[src/rtl/sram_s2mm_fifo_ctrl.sv]
// Ready/valid FIFO built around the 16x8 one-write/one-read sram_s2mm macro.
// A 2-entry output buffer hides the SRAM read latency so the output can stream one word per cycle.
module sram_s2mm_fifo_ctrl #(
    parameter int DATA_WIDTH = 8,
    parameter int ADDR_WIDTH = 4
) (
    input  logic                  clk,
    input  logic                  rst_n,
    input  logic                  flush,
    input  logic                  s_valid,
    output logic                  s_ready,
    input  logic [DATA_WIDTH-1:0] s_data,
    output logic                  m_valid,
    input  logic                  m_ready,
    output logic [DATA_WIDTH-1:0] m_data,
    output logic [ADDR_WIDTH:0]   mem_count,
    output logic                  empty,
    output logic                  full,
    output logic                  sram_csb0,
    output logic [ADDR_WIDTH-1:0] sram_addr0,
    output logic [DATA_WIDTH-1:0] sram_din0,
    output logic                  sram_csb1,
    output logic [ADDR_WIDTH-1:0] sram_addr1,
    input  logic [DATA_WIDTH-1:0] sram_dout1
);

    localparam int DEPTH = 1 << ADDR_WIDTH;
    localparam logic [ADDR_WIDTH:0] FULL_COUNT = (ADDR_WIDTH+1)'(DEPTH);

    logic [ADDR_WIDTH-1:0] wptr;
    logic [ADDR_WIDTH-1:0] rptr;
    logic                  rd_inflight;
    logic [1:0]            obuf_count;
    logic [DATA_WIDTH-1:0] obuf [2];
    logic                  push;
    logic                  pop;
    logic                  issue;
    logic [2:0]            credit;

    // A read may only be issued if its data will have a free obuf slot on arrival,
    // counting the word already in flight and the slot freed by this cycle's pop.
    always_comb begin
        s_ready = rst_n && !flush && (mem_count < FULL_COUNT);
        push    = s_valid && s_ready;
        m_valid = (obuf_count != 2'd0);
        pop     = m_valid && m_ready;
        credit  = {1'b0, obuf_count} + {2'b0, rd_inflight} - {2'b0, pop};
        issue   = rst_n && !flush && (mem_count != '0) && (credit < 3'd2);
    end

    assign m_data     = obuf[0];
    assign empty      = (mem_count == '0) && !rd_inflight && (obuf_count == 2'd0);
    assign full       = (mem_count == FULL_COUNT);
    assign sram_csb0  = !push;
    assign sram_addr0 = wptr;
    assign sram_din0  = s_data;
    assign sram_csb1  = !issue;
    assign sram_addr1 = rptr;

    always_ff @(posedge clk or negedge rst_n) begin
        if (!rst_n) begin
            wptr        <= '0;
            rptr        <= '0;
            mem_count   <= '0;
            rd_inflight <= 1'b0;
            obuf_count  <= 2'd0;
            obuf[0]     <= '0;
            obuf[1]     <= '0;
        end else if (flush) begin
            wptr        <= '0;
            rptr        <= '0;
            mem_count   <= '0;
            rd_inflight <= 1'b0;
            obuf_count  <= 2'd0;
        end else begin
            if (push)
                wptr <= wptr + ADDR_WIDTH'(1);
            if (issue)
                rptr <= rptr + ADDR_WIDTH'(1);
            rd_inflight <= issue;
            if (push && !issue)
                mem_count <= mem_count + (ADDR_WIDTH+1)'(1);
            else if (issue && !push)
                mem_count <= mem_count - (ADDR_WIDTH+1)'(1);

            // Returning read data lands at the tail; a same-cycle pop shifts the head out.
            case ({rd_inflight, pop})
                2'b01: begin
                    obuf[0]    <= obuf[1];
                    obuf_count <= obuf_count - 2'd1;
                end
                2'b10: begin
                    if (obuf_count == 2'd0)
                        obuf[0] <= sram_dout1;
                    else
                        obuf[1] <= sram_dout1;
                    obuf_count <= obuf_count + 2'd1;
                end
                2'b11: begin
                    if (obuf_count == 2'd1) begin
                        obuf[0] <= sram_dout1;
                    end else begin
                        obuf[0] <= obuf[1];
                        obuf[1] <= sram_dout1;
                    end
                end
                default: ;
            endcase
        end
    end

    a_no_collision: assert property (@(posedge clk) disable iff (!rst_n)
        !(!sram_csb0 && !sram_csb1 && (sram_addr0 == sram_addr1)));

    a_no_obuf_overflow: assert property (@(posedge clk) disable iff (!rst_n)
        !(rd_inflight && !pop && (obuf_count == 2'd2)));

endmodule
[config.mk]
export PLATFORM = sky130hd
export DESIGN_NAME = sram_s2mm_fifo_ctrl
export DESIGN_NICKNAME = d
export VERILOG_FILES = /design/src/rtl/sram_s2mm_fifo_ctrl.sv
export SDC_FILE = /design/constraint.sdc
export NUM_CORES = 1
export LEC_CHECK = 0
export ABC_AREA = 1
export CORE_MARGIN = 1
export CORE_UTILIZATION = 50
export DETAILED_ROUTE_END_ITERATION = 8
export PLACE_DENSITY = 0.95
export SLEW_MARGIN = 15
export SYNTH_ARGS = -nofsm -noshare
export SYNTH_HDL_FRONTEND = slang
export SYNTH_SLANG_ARGS = --single-unit
export TNS_END_PERCENT = 20
[constraint.sdc]
create_clock -name clk -period 5.9 [get_ports clk]
set_input_delay 1.18 -clock clk [delete_from_list [all_inputs] [get_ports clk]]
set_output_delay 1.18 -clock clk [all_outputs]
set_load 0.005 [all_outputs]
== After elaboration in Yosys (flattened, before gate mapping) ==
Cells that the tools add are included.

* Shift-type cells: 0
* Multipliers: 0
* Divide/modulo/power cells: 0
* Equal/unequal tests: 8
* Order comparisons: 2
* Reductions and logical operators: 26
* $add $sub $neg: 8
* Bitwise operators: 1
* Muxes and demuxes: 16

{| class="wikitable"
|+ Operator list
! kind !! count
|-
| 8-bit 2-to-1 mux || 4
|-
| 8-bit one-hot mux with 3 select lines || 1
|-
| 4-bit 2-to-1 mux || 4
|-
| 8-bit one-hot mux with 2 select lines || 1
|-
| 5-bit 2-to-1 mux || 3
|-
| 1-bit logical AND || 10
|-
| 3-bit nonzero test || 3
|-
| 4-bit by 1-bit adder with 4-bit output (second input constant) || 2
|-
| 2-bit nonzero test || 4
|-
| 2-bit != test (second input constant) || 3
|-
| 5-bit by 1-bit adder with 5-bit output (second input constant) || 1
|-
| 5-bit equality test (second input constant) || 1
|-
| 5-bit logical NOT || 1
|-
| 5-bit < comparator (second input constant) || 1
|-
| 5-bit nonzero test || 1
|-
| 5-bit by 1-bit subtractor with 5-bit output (second input constant) || 1
|-
| 2-bit by 1-bit equality test with 1-bit output (second input constant) || 2
|-
| 2-bit equality test (second input constant) || 2
|-
| 1-bit logical NOT || 4
|-
| 2-bit one-hot mux with 2 select lines || 1
|-
| 4-bit AND reduction || 1
|-
| 2-bit by 1-bit adder with 3-bit output || 1
|-
| 3-bit by 2-bit < comparator with 1-bit output (second input constant) || 1
|-
| 3-bit AND reduction || 1
|-
| 7 further kinds || 7
|}

* Bits in writable memories: 0
* Output and inout bits: 35
* Memory bits (read-only): 0
* Input port bits: 21
* Memories kept: 0
* Word-level logic and storage cells: 68
* Register bits after elaboration: 32
* Latch bits: 0

== Longest topological paths before layout ==
Gate-level depths: netlist of run 1.

* Word-level depth: 9
* Gate-level depth with buffers: 22
* Depth with buffers taken out: 22

== Least setup slack after synthesis of run 1 ==
OpenSTA, ideal clock, no wires.

* Path type: in2out
* Start point: input port m_ready
* End point: output port sram_csb1
* Buffers on the path: 0
* Slack: 2.365 ns
* Data required time: 4.720 ns
* Arrival time: 2.355 ns
* Cell stages on the path: 8
* Path through: nand2_4 -> nand2_1 -> inv_1 -> o21ai_0 -> fa_1 -> nand3_2 -> nor2_4 -> nand2_4

* Longest elaborated chain between the ends: 5

{| class="wikitable"
|+ Ends and longest elaborated chain
! element !! RTL line !! source
|-
| start: declaration || 14 || <nowiki>input logic m_ready,</nowiki>
|-
| 1-bit logical AND || 46 || <nowiki>pop = m_valid && m_ready;</nowiki>
|-
| 3-bit by 1-bit subtractor with 3-bit output || 47 || <nowiki>credit = {1'b0, obuf_count} + {2'b0, rd_inflight} - {2'b0, pop};</nowiki>
|-
| 3-bit by 2-bit < comparator with 1-bit output || 48 || <nowiki>issue = rst_n && !flush && (mem_count != '0) && (credit < 3'd2);</nowiki>
|-
| 1-bit logical AND || 48 ||
|-
| 1-bit logical NOT || 57 || <nowiki>assign sram_csb1 = !issue;</nowiki>
|-
| end: declaration || 22 || <nowiki>output logic sram_csb1,</nowiki>
|}

Every way passes these cells.

== Worst setup path after layout of run 1 ==
Same ends and word-level chain as after synthesis.

==> impl_metrics.tcl, run 1 <==
set metrics [dict create \
    status "finished clean" \
    reg2reg_depth 19 \
    synth_top_cell_area_share_pct 41.5 \
    ctsHoldBuffers 0 \
    grt_pass1_wl_um 7020 \
    r2r-end "mem_count[4]$_DFFE_PN0P_" \
    slew_headroom_pct 68.1 \
    ios 56 \
    cts_tree "built" \
    synth_top_family_by_area "simple AND/OR/NAND/NOR gates" \
    path_cells "clkdlybuf4s50_1 -> nand2_4 -> nand2_1 -> inv_1 -> o21ai_0 -> fa_1 -> nand3_2 -> nor2_4 -> nand2_4 -> clkdlybuf4s50_1" \
    synthAdderAreaFrac_pct 7.26 \
    cp_top_family "buffers and inverters" \
    yosysSeqAreaShare_pct 41.5 \
    worstSkewPairLatency_ps 290 \
    synthXorXnorAreaFrac_pct 1.36 \
    ys_types 33 \
    die_w_um 64.1 \
    globalplace.congestion 0.761 \
    dieArea_um2 4110 \
    period_minus_slack_ps 4690 \
    yosysTopAreaCell "dfrtp_1" \
    seq_area_um2 801 \
    cts_inserted_buffers 5 \
    area_growth_syn_to_layout_pct 21.9 \
    postCtsSetupRepairBufs 0 \
    rows 22 \
    dr.pass1.iters 4 \
    synth_area_um2 1930 \
    gr-total-overflow 0 \
    max_stage_delay_ps 520 \
    final_layout_size_suffix_gt1_share_pct 13.7 \
    final_util_pct 63.8 \
    cp_data_arrival_time_ps 3510 \
    drv_cap 0 \
    dr.first_iter.drc_count 85 \
    setup.worst_path.class "in -> out" \
    timing.fmax_mhz 213 \
    start_util_pct 52.3 \
    fillCellCount 288 \
    ys_ff_latch 32 \
    slew_violations 0 \
    syn-num-nets 243 \
    wl_per_cell_um 14.1 \
    cts_buffer_depth 2 \
    r2r-start "obuf_count[0]$_DFFE_PN0P_" \
    core_um2 3690 \
    tns_ps 0 \
    port_buffers 39 \
    final_antenna_net_count 0 \
    path_max_fanout 9 \
    synth-warning-count 0 \
    grt_use_total_pct 22.5 \
    num_vias 1556 \
    grt_max_degree 20 \
    synthTopCellsByArea "dfrtp_1 41%, nand2_1 7.4%, buf_4 6.6%" \
    leakagePower_uw 0.00108 \
    drc_errors 0 \
    min_to "obuf[2]$_DFFE_PN0P_" \
    synth-compound-area-share_pct 17.3 \
    p_per_area_nw_per_um2 447 \
    cts.sinks 32 \
    reg2reg_slack_ps 2400 \
    clkSlewWorstSetupHoldPaths_ps 70 \
    hold_start "obuf[2]$_DFFE_PN0P_" \
    hold_class "reg -> reg" \
    multi_input_area_um2 880 \
    ir_drop_uv 345 \
    yosys.area_share.simple_pct 19.6 \
    setup_viol 0 \
    grt_pass1_vias 1530 \
    final_common_cell "clkdlybuf4s50_1" \
    synth_cells 212 \
    required_ps 4720 \
    antenna_cells 0 \
    fp.dieH_um 64.1 \
    htree_levels 2 \
    layout.nets 271 \
    place_hpwl_um 2940 \
    post-route-period-util_pct 79.5 \
    cts_root_buf "clkbuf_8" \
    cts_resized 0 \
    antenna_found_initial 0 \
    final_cell_mix "39 x clkdlybuf4s50_1, 38 x nand2_1, 32 x dfrtp_1" \
    worst_setup_path_end_kind "output pin" \
    cp_num_buf_inv 3 \
    viasPerCell 5.38 \
    finClkSkew_ps 6.57 \
    finalHoldViolCount 0 \
    hold_path_depth 2 \
    avgSynthCellArea_um2 9.11 \
    synth_mux_area_share_pct 0 \
    cp-start-kind "input pin" \
    drt-total-wl_um 4070 \
    rsz0062_at_grt "false" \
    tightest_slew_ps 477 \
    cp_slowest_cell "clkdlybuf4s50_1" \
]
==> cell usage after synthesis <==
cell      count
nand2_1      38
dfrtp_1      32
inv_1        21
buf_4        17
nor2_1       12
ha_1          8
nand3_1       8
o211ai_1      8
o21a_1        8
o21ai_2       8
a21oi_1       7
o21ai_0       7
nand4_1       5
inv_2         3
nand2_4       3
nand3_2       3
o21ai_1       3
a31oi_1       2
buf_6         2
fa_1          2
nor3_1        2
xnor2_1       2
a21oi_4       1
clkbuf_1      1
inv_4         1
nand2_2       1
nand3b_1      1
nand4_4       1
nor2_4        1
o21ai_4       1
o22ai_1       1
o31ai_1       1
xor2_1        1
==> per-layer routing <==
metal,global-route usage [%],share of wire (%),vias to the layer above,wire [um]
li1,-,-,748,-
met4,10.3,1.1,0,44
met1,26.6,40,757,1620
met2,38.6,53,47,2170
met5,0,0,-,0
met3,5.36,5.7,4,230
==> where the power goes <==
group	total, uW	internal, uW	switching [uW]
clock	211	125	85.7
sequential	360	297	62.5
combinational	481	242	239
total	1050	664	388
==> state kept, by name (all words and copies together) (netlist names) <==
signal and count:
sram_addr1 4, sram_addr0 4, m_data 8, mem_count 5, obuf 8, rd_inflight 1, obuf_count 2
==> how the worst max path moves through the flow <==
stage / startpoint / to / depth (start not counted)
final: m_ready / sram_csb1 / 10
after detailed placement: m_ready / sram_csb1 / 10
after global placement: m_ready / sram_csb1 / 11
after CTS: m_ready / sram_csb1 / 10
after global routing: m_ready / sram_csb1 / 11
after floorplan: m_ready / sram_csb1 / 8
==> kinds of logic (layout without fill, tap and decap cells) <==
family | after synthesis | count (layout)
AOI/OAI and AO/OA | 47 | 47
xor gates and xnor gates | 3 | 3
adders and majority gates | 10 | 10
buffers and inverters | 45 | 74
DFF | 32 | 32
and+or+nand+nor | 75 | 75
==> cell type report <==
class / instances / area share (%)
multi-input combinational: 135 / 37.4
sequential: 32 / 34.0
timing repair buffer: 41 / 17.2
inverter: 25 / 4.09
clock buffer: 5 / 2.92
tap: 48 / 2.55
clock inverter: 3 / 1.81
==> per-stage QoR <==
| step | power (uW) | hold WS, ps | std cells | instance area, um2 | setup slack, ps |
|---|---|---|---|---|---|
| 4_1_cts | 1060 | 487 | 289 | 2350 | 1200 |
| 3_5_place_dp | 843 | 469 | 281 | 2240 | 1220 |
| 6_report | 1050 | 487 | 289 | 2350 | 1210 |
| 5_1_grt | 1130 | 506 | 289 | 2350 | 1100 |
| 3_3_place_gp | 813 | 463 | 281 | 2240 | 1330 |
| 2_1_floorplan | 695 | 455 | 212 | 1930 | 2360 |
==> worst register-to-register path, cell delays in order (launching register included) <==
cell	delay [ps]
dfrtp_1	440
inv_1	100
ha_1	240
inv_2	140
nand2_4	100
nand2_1	120
inv_1	90
o21ai_0	230
fa_1	470
nand3_2	110
nor2_4	60
nand2_4	110
nand2_4	130
fa_1	430
a21oi_1	160
nor2_1	50
nor2_1	140
nand3b_1	130
nand3_1	90
nand2_1	70
No activity file was read; power rests on OpenSTA's default activity.
==> run 2: changes to the inputs <==
Settings changed: CORE_UTILIZATION 50 to 47, PLACE_DENSITY 0.95 to 0.9.
Clock period 5.9 ns to 4.6 ns, I/O delays scaled along.
==> impl_metrics.tcl, run 2 (synthesis results as in run 1) <==
set metrics [dict create \
    tightest_slew_ps 571 \
    htree_levels 2 \
    cp_num_buf_inv 3 \
    setup.worst_path.class "in -> out" \
    final_antenna_net_count 0 \
    netSwitchingFraction_pct 37.1 \
    timing.fmax_mhz 243 \
    ir_drop_uv 287 \
    drt-total-wl_um 3760 \
    place_hpwl_um 2800 \
    cp_data_arrival_time_ps 3200 \
    globalplace.congestion 0.797 \
    status "finished clean" \
    grt_use_total_pct 19.4 \
    die_w_um 66.1 \
    grt_pass1_vias 1404 \
    start_util_pct 50.8 \
    layout_setup_ws_ps 484 \
    cts_inserted_buffers 5 \
    cp_top_family "buffers and inverters" \
    worst_setup_path_end_kind "output pin" \
    rsz0062_at_grt "false" \
    power_frac_seq_pct 35.7 \
    path_cells "clkdlybuf4s50_1 -> nand2_4 -> inv_2 -> nand2_1 -> nand2_1 -> o21ai_0 -> fa_1 -> nand3_2 -> nor2_4 -> nand2_4 -> clkdlybuf4s50_1" \
    setup_viol 0 \
    tns_ps 0 \
    hold_start "obuf[5]$_DFFE_PN0P_" \
    cp_slowest_cell "clkdlybuf4s50_1" \
    cts_resized 0 \
    layout.nets 271 \
    final_common_cell "clkdlybuf4s50_1" \
    dr.pass1.iters 5 \
    slew_headroom_pct 61.8 \
    dieArea_um2 4370 \
    drv_cap 0 \
    required_ps 3680 \
    internal_power_uw 812 \
    grt_pass1_wl_um 6350 \
    r2r-start "obuf_count[0]$_DFFE_PN0P_" \
    slew_violations 0 \
    path_max_fanout 9 \
    max_stage_delay_ps 510 \
    ctsHoldBuffers 0 \
    ios 56 \
    pwr-share-clk_pct 17.5 \
    finalHoldViolCount 0 \
    leakagePower_uw 0.00107 \
    port_buffers 39 \
    wl_per_cell_um 13.0 \
    finClkSkew_ps 9.44 \
    crit_path_start "m_ready" \
    cp.depth 11 \
    antenna_cells 0 \
    worstSkewPairLatency_ps 290 \
    hold_path_depth 2 \
    gr-total-overflow 0 \
    rows 22 \
    num_vias 1540 \
    power_frac_comb_pct 46.8 \
    core_um2 3800 \
    final_layout_size_suffix_gt1_share_pct 13.3 \
    p_sw_uw 480 \
    period_minus_slack_ps 4120 \
    fp.dieH_um 66.1 \
    antenna_found_initial 0 \
    post-route-period-util_pct 89.5 \
    hold_class "reg -> reg" \
    cts_root_buf "clkbuf_8" \
    cts_buffer_depth 2 \
    reg2reg_depth 22 \
    dr.first_iter.drc_count 71 \
    cp-start-kind "input pin" \
    drc_errors 0 \
    grt_max_degree 20 \
    area_growth_syn_to_layout_pct 21.0 \
    p_per_area_nw_per_um2 553 \
    pre_cts_ws_ps 498 \
    cts_tree "built" \
    clkSlewWorstSetupHoldPaths_ps 70 \
    viasPerCell 5.33 \
    postCtsSetupRepairBufs 0 \
    final_cell_mix "39 x clkdlybuf4s50_1, 38 x nand2_1, 32 x dfrtp_1" \
    cts.sinks 32 \
]
run 2: cell type report:
cell class                 count  area (um2)
multi-input combinational    135         880
tap                           48        60.1
sequential                    32         801
clock inverter                 1        7.51
fill                         318        1460
timing repair buffer          41         405
inverter                      25        96.3
clock buffer                   7        86.3
run 2: routing by layer:
metal | part of all wire [%] | vias to the layer above | global-route usage (%)
met1 | 43 | 740 | 25.4
met4 | 1.8 | 0 | 6.38
met5 | 0 | - | 0
li1 | - | 744 | -
met3 | 5.4 | 9 | 4.48
met2 | 49 | 47 | 31.4
run 2: power by group through the flow:
| stage | clock network (uW) | registers [uW] | logic [uW] |
|---|---|---|---|
| 2_1_floorplan | 0 | 450 | 442 |
| 3_3_place_gp | 0 | 460 | 586 |
| 3_5_place_dp | 0 | 465 | 607 |
| 4_1_cts | 231 | 461 | 609 |
| 5_1_grt | 244 | 476 | 681 |
| 6_report | 227 | 461 | 604 |
run 2: worst paths after layout:
kind,slack (ps),end
min in group asynchronous,990,m_data[4]$_DFFE_PN0P_
hold reg to reg,480,obuf[5]$_DFFE_PN0P_
setup / recovery,480,sram_csb1
max in group asynchronous,2960,m_data[2]$_DFFE_PN0P_
setup reg to reg,1250,mem_count[4]$_DFFE_PN0P_
hold / removal,480,obuf[5]$_DFFE_PN0P_
run 2: metrics by stage:
step	instance area [um2]	power [uW]	hold WS (ps)	util (%)	std cells
after detailed placement	2240	1070	467	59.0	281
after floorplan	1930	892	455	-	212
after CTS	2340	1300	485	61.5	289
after global placement	2240	1050	465	59.0	281
after global routing	2340	1400	497	61.5	289
final	2340	1290	483	61.5	289
run 2: worst register-to-register path, stage by stage (launching register included):
cell and delay [ps]:
dfrtp_1 410, inv_1 90, ha_1 230, inv_2 140, nand2_4 90, inv_2 60
nand2_1 80, nand2_1 90, o21ai_0 100, fa_1 390, inv_1 80, nand2_1 60
nand2_1 110, nor2_4 50, nand2_4 110, nand2_4 130, fa_1 420, a21oi_1 170
nor2_1 50, nor2_1 150, nand3b_1 130, nand3_1 70, nand2_1 70
